## config.mk

```make
export PLATFORM = sky130hd
export DESIGN_NAME = mem_lsu
export DESIGN_NICKNAME = d
export VERILOG_FILES = /design/src/rtl/mem_lsu_pkg.sv /design/src/rtl/mem_lsu_align.sv /design/src/rtl/mem_lsu.sv
export SDC_FILE = /design/constraint.sdc
export NUM_CORES = 1
export LEC_CHECK = 0
export ABC_AREA = 1
export BUFFER_PORTS_ARGS = -buffer_cell sky130_fd_sc_hd__buf_2
export CORE_UTILIZATION = 45
export CTS_CLUSTER_DIAMETER = 30
export DETAILED_ROUTE_END_ITERATION = 6
export PLACE_DENSITY = 0.65
export SYNTH_ARGS = -nofsm -noshare
export SYNTH_HDL_FRONTEND = slang
export SYNTH_HIERARCHICAL = 1
export SYNTH_SLANG_ARGS = --single-unit
```

## constraint.sdc

```tcl
create_clock -name clk -period 6.9 [get_ports clk]
set_input_delay 0.345 -clock clk [delete_from_list [all_inputs] [get_ports clk]]
set_output_delay 0.345 -clock clk [all_outputs]
set_load 0.05 [all_outputs]
```

## src/rtl/mem_lsu_pkg.sv

```systemverilog
// Shared encodings and the request legality check for the mem load/store unit.
package mem_lsu_pkg;

    localparam logic [1:0] SIZE_B = 2'b00;
    localparam logic [1:0] SIZE_H = 2'b01;
    localparam logic [1:0] SIZE_W = 2'b10;

    localparam int MEM_BYTES_DEFAULT = 1372;

    typedef enum logic [1:0] {
        ST_IDLE = 2'd0,
        ST_RD   = 2'd1,
        ST_WR   = 2'd2,
        ST_DONE = 2'd3
    } state_t;

    // mem always moves 4 bytes, so the last legal start address is mem_bytes-4.
    function automatic logic req_illegal(input logic [1:0] size, input logic [31:0] addr,
                                         input int mem_bytes);
        return (size == SIZE_H && addr[0])
            || (size == SIZE_W && addr[1:0] != 2'b00)
            || (size == 2'b11)
            || (addr > 32'(mem_bytes - 4));
    endfunction

endpackage

```

## src/rtl/mem_lsu_align.sv

```systemverilog
// Load byte/half extraction with sign or zero extension, and sub-word store lane merge.
module mem_lsu_align
    import mem_lsu_pkg::*;
(
    input  logic [1:0]  size,
    input  logic        sext,
    input  logic [31:0] word,
    input  logic [31:0] store_data,
    output logic [31:0] load_data,
    output logic [31:0] merge_data
);

    always_comb begin
        load_data = word;
        case (size)
            SIZE_B:  load_data = {{24{sext & word[7]}}, word[7:0]};
            SIZE_H:  load_data = {{16{sext & word[15]}}, word[15:0]};
            default: load_data = word;
        endcase
    end

    // The untouched upper lanes come from the word just read back from mem.
    always_comb begin
        merge_data = store_data;
        case (size)
            SIZE_B:  merge_data = {word[31:8], store_data[7:0]};
            SIZE_H:  merge_data = {word[31:16], store_data[15:0]};
            default: merge_data = store_data;
        endcase
    end

endmodule

```

## src/rtl/mem_lsu.sv

```systemverilog
// Load/store initiator: turns one CPU request into mem read/write port activity,
// using read-modify-write for sub-word stores. Every output is a register.
module mem_lsu
    import mem_lsu_pkg::*;
#(
    parameter int MEM_BYTES = MEM_BYTES_DEFAULT
) (
    input  logic        clk,
    input  logic        rst,
    input  logic        req,
    input  logic        we,
    input  logic [1:0]  size,
    input  logic        sext,
    input  logic [31:0] addr,
    input  logic [31:0] wdata,
    output logic        ready,
    output logic        done,
    output logic        err,
    output logic [31:0] rdata,
    output logic [31:0] mem_raddr,
    output logic [31:0] mem_waddr,
    output logic [31:0] mem_wdata,
    output logic        mem_memwr,
    input  logic [31:0] mem_rdata,
    output logic [1:0]  fsm_state
);

    // Handshake: a request transfers on a posedge where req=1 and ready=1; ready is
    // high only in IDLE, so the requester holds req until it sees ready.
    state_t      state, state_nx;
    logic        accept, illegal;
    logic        lat_we, lat_sext;
    logic [1:0]  lat_size;
    logic [31:0] lat_addr, lat_wdata;
    logic [31:0] load_data, merge_data;
    logic        ready_d, done_d, err_d, memwr_d;
    logic [31:0] rdata_d, raddr_d, waddr_d, wdata_d;

    assign accept    = req & ready;
    assign illegal   = req_illegal(size, addr, MEM_BYTES);
    assign fsm_state = state;

    mem_lsu_align u_align (
        .size       (lat_size),
        .sext       (lat_sext),
        .word       (mem_rdata),
        .store_data (lat_wdata),
        .load_data  (load_data),
        .merge_data (merge_data)
    );

    always_ff @(posedge clk or posedge rst) begin
        if (rst) state <= ST_IDLE;
        else     state <= state_nx;
    end

    always_comb begin
        state_nx = state;
        case (state)
            ST_IDLE: begin
                if (accept) begin
                    if (illegal)                    state_nx = ST_DONE;
                    else if (!we || size != SIZE_W) state_nx = ST_RD;
                    else                            state_nx = ST_WR;
                end
            end
            ST_RD:   state_nx = lat_we ? ST_WR : ST_DONE;
            ST_WR:   state_nx = ST_DONE;
            default: state_nx = ST_IDLE;
        endcase
    end

    // Next values for the registered outputs; address/data registers hold when idle.
    always_comb begin
        ready_d = (state_nx == ST_IDLE);
        done_d  = (state_nx == ST_DONE);
        err_d   = (state == ST_IDLE) && accept && illegal;
        memwr_d = (state_nx == ST_WR);
        rdata_d = rdata;
        raddr_d = mem_raddr;
        waddr_d = mem_waddr;
        wdata_d = mem_wdata;
        case (state)
            ST_IDLE: begin
                if (state_nx == ST_RD) raddr_d = addr;
                if (state_nx == ST_WR) begin
                    waddr_d = addr;
                    wdata_d = wdata;
                end
            end
            ST_RD: begin
                if (lat_we) begin
                    waddr_d = lat_addr;
                    wdata_d = merge_data;
                end else begin
                    rdata_d = load_data;
                end
            end
            default: ;
        endcase
    end

    always_ff @(posedge clk or posedge rst) begin
        if (rst) begin
            ready     <= 1'b0;
            done      <= 1'b0;
            err       <= 1'b0;
            rdata     <= '0;
            mem_raddr <= '0;
            mem_waddr <= '0;
            mem_wdata <= '0;
            mem_memwr <= 1'b0;
        end else begin
            ready     <= ready_d;
            done      <= done_d;
            err       <= err_d;
            rdata     <= rdata_d;
            mem_raddr <= raddr_d;
            mem_waddr <= waddr_d;
            mem_wdata <= wdata_d;
            mem_memwr <= memwr_d;
        end
    end

    always_ff @(posedge clk or posedge rst) begin
        if (rst) begin
            lat_we    <= 1'b0;
            lat_sext  <= 1'b0;
            lat_size  <= 2'b00;
            lat_addr  <= '0;
            lat_wdata <= '0;
        end else if (state == ST_IDLE && accept) begin
            lat_we    <= we;
            lat_sext  <= sext;
            lat_size  <= size;
            lat_addr  <= addr;
            lat_wdata <= wdata;
        end
    end

endmodule

```

==> out/metrics.csv, run 1 <==
metric;value;unit
max layer used;met5;
CTS Hold Bufs;0;
initial antenna violation count;2;
Final Setup Violations;0;
Seq/Total Area, Yosys;0.517;
leak pwr;0.00664;µW
fillers;1961;
met2 wire length;11500;µm
Min Hold Slack;0.0216;ns
vias per std cell;4.92;
total power;7950;µW
pin count of the biggest net entering global routing;129;
Worst VDD drop;0.000385;V
clk root buf;clkbuf_16;
CP top delay family;simple AND/OR/NAND/NOR gates;
vias;8309;
setup TNS;0;ns
Initial DRT Pass Iterations;5;
RSZ-0062 raised after global routing;no;
CTS tree;built;
Cells after Synth;1179;
fin crit share;0.499;
DRT antenna net count;0;
Die Ht;149;µm
layout cell share with drive strength beyond 1;0.290;
most frequent CP cell;nand2_1;
post-synth net total;1286;
Clock transition at path regs;0.05;ns
multi-input combinational cell area;0.00380;mm²
max cap viols;0;
WP data arrival;3.83;ns
die area;0.0223;mm²
critical-path cell list;inv_1 > ha_1 > inv_1 > a21oi_1 > nand2_1 > nand2_1 > nand3_2 > nand2_4 > nand2_4 > nand2_1 > nand2_1;
TritonCTS Buffers;45;
DRC Markers;0;
port bufs;236;
IO Count;237;
post-detail-place hpwl;16500;µm
first-pass GRT wire length;41100;µm
Crit path largest cell delay;0.75;ns
# H-tree levels;2;
post-cts sizing count;0;
Final nets;1488;
clock period minus worst slack;3.44;ns
Clock Latency Late Sink;0.50;ns
WS Path Type;flop to flop;
Synth Cell Area;0.00978;mm²
Warnings, synthesis;6;
initial DRC count;389;
PD cells;640;mW/mm²
CP bufs+invs;2;
wire length on met3;1840;µm
routability cong.;0.849;
FF/Latch Area;0.00506;mm²
CP max-delay cell;nand2_4;
Startpoint Class;flop;
num rows;53;
vias in the first global route;7993;
WL met1;11600;µm
wire length per cell;15.1;µm
Max Buffers Root-to-Sink;3;
Routed WL;25500;µm
Worst Clk Skew;0.00994;ns
actual slew at the worst max-slew pin;1.21;ns
Core Box Area;0.0212;mm²
Worst Setup End Kind;flop;
overall die width;149;µm
hold crit path type;input pin to async pin;
GRT Util Overall;0.232;
Critical Path RT;7.28;ns
FF+latch count, synth;202;
Syn Area/Cell;8.29;µm²
distinct cell type count after synthesis;27;
setup bufs post-CTS;0;
fmax;0.290;GHz
remaining global-route overflow;0;
Initial Util;0.462;
synthesis-to-finish area growth;26.9;%
Worst slew margin;0.195;
Hold Fails Final Rpt;0;
outcome;completed;
CP Max Fanout;65;
Clock Sinks;202;
Slew Viols, Final;0;
[area by class of cell]
cell class / instances / share of cell area
sequential: 202 / 0.407
clock buffer: 53 / 0.0972
inverter: 99 / 0.0305
multi-input combinational: 790 / 0.306
tap: 275 / 0.0277
antenna: 3 / 0.000605
timing repair buffer: 243 / 0.0994
clock inverter: 25 / 0.0309
[path summary, 6_finish.rpt]
check / from / to / slack, ns / cells past startpoint
min in group clk: mem_rdata[3] / rdata[3] / 0.05 / 3
max reg2reg: fsm_state[1] / mem_waddr[23] / 3.46 / 11
min reg2reg: rdata[9] / rdata[9] / 0.46 / 2
max in group asynchronous: rst / mem_raddr[29] / 5.11 / 4
max: fsm_state[1] / mem_waddr[23] / 3.46 / 11
min: rst / mem_raddr[23] / 0.02 / 2
[metrics by stage]
step           cells  utilization  area (µm²)  setup WS (ns)
3_5_place_dp    1609        0.511       10800           3.43
4_1_cts         1687        0.587       12400           3.37
2_1_floorplan   1179            -        9780           1.04
5_1_grt         1687        0.587       12400           3.11
3_3_place_gp    1609        0.511       10800           3.50
6_report        1690        0.587       12400           3.46
[layer usage]
metal | vias up | global-route usage
li1 | 4118 | -
met2 | 255 | 0.359
met4 | 4 | 0.0663
met3 | 43 | 0.0540
met5 | - | 0
met1 | 3889 | 0.324
[state kept, by name, indices dropped and copies added (netlist names)]
register,cells
mem_memwr,1
done,1
lat_size,2
lat_addr,32
mem_waddr,32
lat_sext,1
mem_raddr,32
fsm_state,2
lat_we,1
rdata,32
ready,1
mem_wdata,32
lat_wdata,32
err,1
[Yosys cell counts]
library cell / count / share of area
nand4_1: 2 / 0.0013
o21ai_1: 1 / 0.00051
nor4_1: 1 / 0.00064
nor2_8: 2 / 0.0041
buf_12: 5 / 0.010
inv_1: 95 / 0.036
dfrtp_1: 202 / 0.52
nor2_2: 2 / 0.0013
buf_2: 17 / 0.0087
nand2_4: 3 / 0.0035
a31oi_1: 1 / 0.00064
a21oi_2: 29 / 0.026
a21oi_1: 8 / 0.0041
nor2_1: 48 / 0.018
clkbuf_1: 36 / 0.014
nor3_1: 1 / 0.00051
ha_1: 4 / 0.0051
buf_6: 11 / 0.013
buf_4: 18 / 0.014
o21ai_0: 163 / 0.083
buf_1: 1 / 0.00038
nand3_2: 43 / 0.044
inv_2: 4 / 0.0015
nand3_1: 45 / 0.023
nand2_2: 2 / 0.0013
mux2_2: 1 / 0.0012
nand2_1: 434 / 0.17
[cells by family after synthesis]
family	Yosys count	share of synthesized area
AND/OR/NAND/NOR	583	0.265
AO/OA/AOI/OAI	202	0.115
flip-flops	202	0.517
buffers and inverters	187	0.0976
adder cells (fa/ha/maj)	4	0.00512
multiplexers	1	0.00115
[power by group]
part | total, µW | internal (µW) | switching (µW)
Sequential | 2120 | 1750 | 365
Clock | 2230 | 1570 | 656
Combinational | 3600 | 871 | 2730
Total | 7950 | 4200 | 3750
[cells in the final DEF (no fill, tap or decap), types with 3 or more instances in the layout]
cell type	n
clkinvlp_4	6
nand3_1	45
nand3_2	43
clkinv_2	5
clkbuf_1	3
inv_6	3
buf_2	236
a21oi_2	29
inv_2	4
o21ai_0	163
dfrtp_1	201
diode_2	3
ha_1	3
nor2_2	3
nor2_1	47
clkbuf_16	45
a21oi_1	7
clkbuf_8	5
inv_1	94
nand2_1	433
buf_4	7
nand2_4	4
bufinv_16	9
[worst register-to-register path, cell delays in order (launching register included)]
cell	delay [ns]
dfrtp_1	0.41
inv_1	0.15
ha_1	0.35
inv_1	0.16
a21oi_1	0.15
nand2_1	0.09
nand2_1	0.10
nand3_2	0.11
nand2_4	0.75
nand2_4	0.71
nand2_1	0.27
nand2_1	0.07
No activity file was read; power rests on OpenSTA's default activity.
==> run 2, diff against run 1 <==
- ABC_AREA: 1 -> 0
- PLACE_DENSITY: 0.65 -> 0.68
- clock period: 6.9 -> 2.97 ns (I/O delays scaled with it)
==> run 2 against run 1 <==
Clock power up 140%. Cell count down 24%. Clock-buffer cell count up 8. Critical endpoint is now mem_waddr[29]. Hold slack better by 0.0096 ns. Global-route usage down 1.3 points. Combinational power up 130%. Register-to-register slack worse by 3.2 ns.
==> out/metrics.csv, run 2 <==
metric;value;unit
Hold Fails Final Rpt;0;
Cells after Synth;633;
CP Max Fanout;35;
Min Hold Slack;0.0312;ns
FFs w/ async S/R, synth;1.00;
vias;6407;
port bufs;236;
GRT Util Overall;0.218;
Clock Sinks;202;
Max Buffers Root-to-Sink;3;
vias in the first global route;6709;
leak pwr;0.00616;µW
fin cells;1278;
r2r worst-path depth;9;
DRT antenna net count;0;
Worst VDD drop;0.000853;V
dominant cell type by area after synthesis;dfrtp_1;
setup bufs post-CTS;0;
Core Box Area;0.0197;mm²
TritonCTS Buffers;47;
most frequent cells in the layout;buf_2 (236), mux2_2 (223), dfrtp_1 (201), dlygate4sd3_1 (94), mux2_1 (60);
EDFF count, synth;0;
count leader, synth;mux2_2;
distinct cell type count after synthesis;36;
initial DRC count;179;
num rows;51;
actual slew at the worst max-slew pin;0.996;ns
die area;0.0209;mm²
Initial DRT Pass Iterations;4;
Die Ht;145;µm
Clock Latency Late Sink;0.51;ns
Final nets;1083;
Warnings, synthesis;6;
post-synth net total;740;
Post-Place Cells;1098;
routability cong.;0.753;
post-detail-place hpwl;14100;µm
Seq/Total Area, Yosys;0.552;
FF+latch count, synth;202;
outcome;completed;
Clock transition at path regs;0.04;ns
commonest non-fill, non-tap cell in the layout;buf_2;
post-cts sizing count;0;
fmax;0.370;GHz
Worst Setup End Kind;flop;
max cap viols;0;
Slew Viols, Final;0;
Final Setup Violations;0;
fin crit share;0.909;
CTS Hold Bufs;94;
vias per std cell;5.01;
pin count of the biggest net entering global routing;50;
Worst Clk Skew;0.0104;ns
CTS tree;built;
DRC Markers;0;
total power;18600;µW
PD cells;1410;mW/mm²
clk root buf;clkbuf_16;
RSZ-0062 raised after global routing;no;
top-area cell type share of the netlist area;0.552;
layout cell share with drive strength beyond 1;0.554;
Initial Util;0.464;
Syn Area/Cell;14.5;µm²
IO Count;237;
# H-tree levels;2;
remaining global-route overflow;0;
Worst slew margin;0.335;
clock period minus worst slack;2.70;ns
hold crit path type;input pin to flop;
utilization after layout;0.671;
overall die width;145;µm
WS Path Type;flop to flop;
Synth Cell Area;0.00916;mm²
wire length per cell;17.4;µm
setup TNS;0;ns
synthesis-to-finish area growth;44.5;%
first-pass GRT wire length;35100;µm
top cells by area, synth;dfrtp_1 (55%), mux2_2 (27%), mux2_1 (7.4%);
Routed WL;22300;µm
WP data arrival;3.09;ns
Critical Path RT;3.36;ns
Startpoint Class;flop;
ys flop type;dfrtp_1;
initial antenna violation count;1;
Hold Path Stages;4;
fillers;1402;
top cells by count, synth;mux2_2 (223), dfrtp_1 (202), mux2_1 (60);
run 2: worst paths after layout:
check	end	startpoint	slack [ns]
min in group asynchronous	mem_wdata[24]	rst	0.44
max reg2reg	mem_waddr[29]	fsm_state[0]	0.27
max in group asynchronous	lat_addr[23]	rst	1.78
min	rdata[24]	mem_rdata[24]	0.03
min reg2reg	mem_wdata[7]	mem_wdata[7]	0.48
max	mem_waddr[29]	fsm_state[0]	0.27
run 2: stage by stage:
| stage | setup WS (ns) | instance area [µm²] |
|---|---|---|
| 2_1_floorplan | -0.0178 | 9160 |
| 3_3_place_gp | 0.332 | 10600 |
| 3_5_place_dp | 0.279 | 10600 |
| 4_1_cts | 0.253 | 13200 |
| 5_1_grt | 0.0887 | 13200 |
| 6_report | 0.270 | 13200 |
run 2: cell type report:
| cell class | instances | area, µm² | share of cell area |
|---|---|---|---|
| Clock buffer | 61 | 1310 | 0.0991 |
| Antenna cell | 1 | 2.50 | 0.000189 |
| Multi-Input combinational cell | 375 | 3790 | 0.287 |
| Tap cell | 265 | 332 | 0.0251 |
| Clock inverter | 24 | 388 | 0.0293 |
| Timing Repair Buffer | 345 | 2320 | 0.176 |
| Inverter | 5 | 22.5 | 0.00170 |
| Sequential cell | 202 | 5060 | 0.382 |
run 2: power by group:
| group | switching (µW) | internal (µW) |
|---|---|---|
| Combinational | 5350 | 3000 |
| Sequential | 665 | 4170 |
| Clock | 1520 | 3940 |
| Total | 7530 | 11100 |
run 2: routing by layer:
| metal | wire (µm) | share of wire | vias up | GRT usage |
|---|---|---|---|---|
| met5 | 0 | 0 | - | 0 |
| met4 | 386 | 0.017 | 0 | 0.0632 |
| met3 | 1640 | 0.073 | 35 | 0.0636 |
| met2 | 10400 | 0.47 | 232 | 0.362 |
| met1 | 9850 | 0.44 | 3170 | 0.276 |
| li1 | - | - | 2970 | - |
run 2: cells by family after synthesis:
family	synth area share
fa+ha+maj	0.00547
simple gates	0.0284
mux	0.351
compound gates	0.0266
buf+inv	0.0366
flops	0.552
run 2: critical path, cell delays in order, from the launching register on:
cell and delay (ns):
dfrtp_1 0.44, inv_1 0.13, ha_1 0.25, inv_1 0.13, a21oi_1 0.13, nor2_1 0.07, a211o_1 0.32, o41ai_4 0.45
buf_12 0.29, mux2_2 0.36
==> run 3, diff against run 2 <==
- BUFFER_PORTS_ARGS: -buffer_cell sky130_fd_sc_hd__buf_2 -> -buffer_cell sky130_fd_sc_hd__buf_4
==> run 3 against run 2 <==
Design area up 3.3%. Sequential share of layout area down 1.2 points. Routed wire length grew 4.5%. Sequential power is 2% higher. Global-route usage rose by 1.1 points. Flip-flop and latch count is the same. Combinational power increased by 7.2%. Worst setup slack lost 0.091 ns. First-iteration DRC count is 3.9% lower. Fmax decreased by 3.3%. Critical path type unchanged.
==> out/metrics.csv, run 3 (synthesis results as in run 2) <==
metric;value;unit
outcome;completed;
part of the power in registers;0.261;
fmax;0.358;GHz
leak pwr;0.00630;µW
setup bufs post-CTS;0;
Worst Setup End Kind;flop;
switching share of power;0.404;
Core Box Area;0.0197;mm²
met3 Usage GRT;0.0682;
Post-Place Cells;1098;
DRT antenna net count;0;
fin crit share;0.940;
max cap viols;0;
DRC Markers;0;
FF/Latch Area;0.00506;mm²
TritonCTS Buffers;46;
Crit Reg-Reg Startpoint;fsm_state[0];
remaining global-route overflow;0;
clock period minus worst slack;2.79;ns
initial antenna violation count;1;
fillers;1371;
hold crit path type;input pin to flop;
Critical Path RT;3.36;ns
most frequent cells in the layout;buf_4 (247), mux2_2 (223), dfrtp_1 (201), dlygate4sd3_1 (95), mux2_1 (60);
capture point of the worst reg-to-reg path;mem_wdata[31];
port bufs;236;
WP data arrival;3.18;ns
Final nets;1083;
die area;0.0209;mm²
post-cts sizing count;0;
Initial Util;0.464;
multi-input combinational cell area;0.00379;mm²
vias in the first global route;7209;
Clock transition at path regs;0.04;ns
commonest non-fill, non-tap cell in the layout;buf_4;
Final Setup Violations;0;
Clock Sinks;202;
GRT met1 Usage;0.276;
met2 Usage GRT;0.397;
hold path endpoint;rdata[30];
num rows;51;
CP Max Fanout;20;
CTS tree;built;
overall die width;145;µm
r2r worst-path depth;9;
Hold Path Stages;4;
fin cells;1276;
wire length per cell;18.2;µm
initial DRC count;172;
Worst VDD drop;0.000816;V
clk root buf;clkbuf_16;
clock network fraction of design power;0.265;
routability cong.;0.831;
PD cells;1380;mW/mm²
WS Path Type;flop to flop;
Max Buffers Root-to-Sink;3;
post-detail-place hpwl;15300;µm
GRT busiest layer;met2;
Routed WL;23300;µm
# H-tree levels;2;
RSZ-0062 raised after global routing;no;
Slew Viols, Final;0;
setup slack, reg-to-reg;0.18;ns
combinational fraction of design power;0.474;
Worst slew margin;0.617;
Net Sw Power;7640;µW
min-delay src;mem_rdata[30];
layout cell share with drive strength beyond 1;0.557;
pin count of the biggest net entering global routing;96;
Die Ht;145;µm
synthesis-to-finish area growth;49.2;%
vias;6437;
Initial DRT Pass Iterations;4;
utilization after layout;0.693;
P_int;11300;µW
Startpoint Class;flop;
first-pass GRT wire length;37000;µm
IO Count;237;
Hold Fails Final Rpt;0;
actual slew at the worst max-slew pin;0.574;ns
GRT Util Overall;0.229;
Worst Clk Skew;0.0116;ns
vias per std cell;5.04;
Clock Latency Late Sink;0.51;ns
-- run 3: cell count changes in the layout (fill, tap and decap cells not counted), moves of 3 or more --
cell,previous run,this run
clkbuf_1,8,3
bufinv_16,10,5
clkinv_2,8,14
clkbuf_8,4,10
buf_4,8,247
buf_12,7,4
buf_2,236,0
-- run 3: what timing repair did --
action / in CTS / in global routing
hold buffers: 95 / 0
setup endpoints to repair: 0 / 0
endpoints found under the hold margin: 356 / 0
-- run 3: worst max-delay path by stage --
stage,from,endpoint,slack (ns),cells past startpoint
3_3_place_gp,fsm_state[1],mem_wdata[31],0.33,9
6_report,fsm_state[0],mem_wdata[31],0.18,9
4_1_cts,fsm_state[0],mem_wdata[31],0.16,9
5_1_grt,fsm_state[0],mem_wdata[31],0.03,9
3_5_place_dp,fsm_state[0],mem_wdata[31],0.19,9
2_1_floorplan,rst,fsm_state[1],-0.02,1
-- run 3: final cells by class --
cell class              instances  share of cell area
flip-flops and latches        202               0.370
inverters                       5             0.00165
repair buffers                346               0.211
multi-input cells             375               0.278
clock buffers                  60              0.0970
clock inverters                22              0.0179
well taps                     265              0.0243
diodes                          1            0.000183
-- run 3: layer usage --
layer  up-vias  routed length (µm)  share of wire
met2       220               11500           0.50
met1      3218                9660           0.42
li1       2966                   -              -
met3        33                1740          0.075
met4         0                 340          0.015
met5         -                   0              0
-- run 3: metrics by stage --
stage                     TNS (ns)  hold slack [ns]  total power [µW]  setup WS (ns)  cell area (µm²)
after floorplan            -0.0178            0.299             11400        -0.0178             9160
after global placement           0            0.358             13600          0.331            11100
after detailed placement         0            0.367             13800          0.189            11100
after CTS                        0          0.00291             19100          0.162            13700
after global routing             0           0.0220             19800         0.0305            13700
final                            0           0.0190             18900          0.179            13700
-- run 3: worst max-delay path, cell delays in order, from the launching register on --
cell and delay [ns]:
dfrtp_1 0.45, inv_1 0.14, ha_1 0.25, inv_1 0.13, a21oi_1 0.13, nor2_1 0.07, a211o_1 0.33, o41ai_4 0.41
buf_4 0.38, mux2_2 0.37
-- run 3: power by group through the flow --
stage               registers, µW  logic [µW]  clock network, µW
detailed placement           4950        8900                  0
CTS                          4930        9030               5110
global placement             4860        8700                  0
floorplan                    7930        3440                  0
global route                 5110        9460               5260
finish                       4930        8950               5010
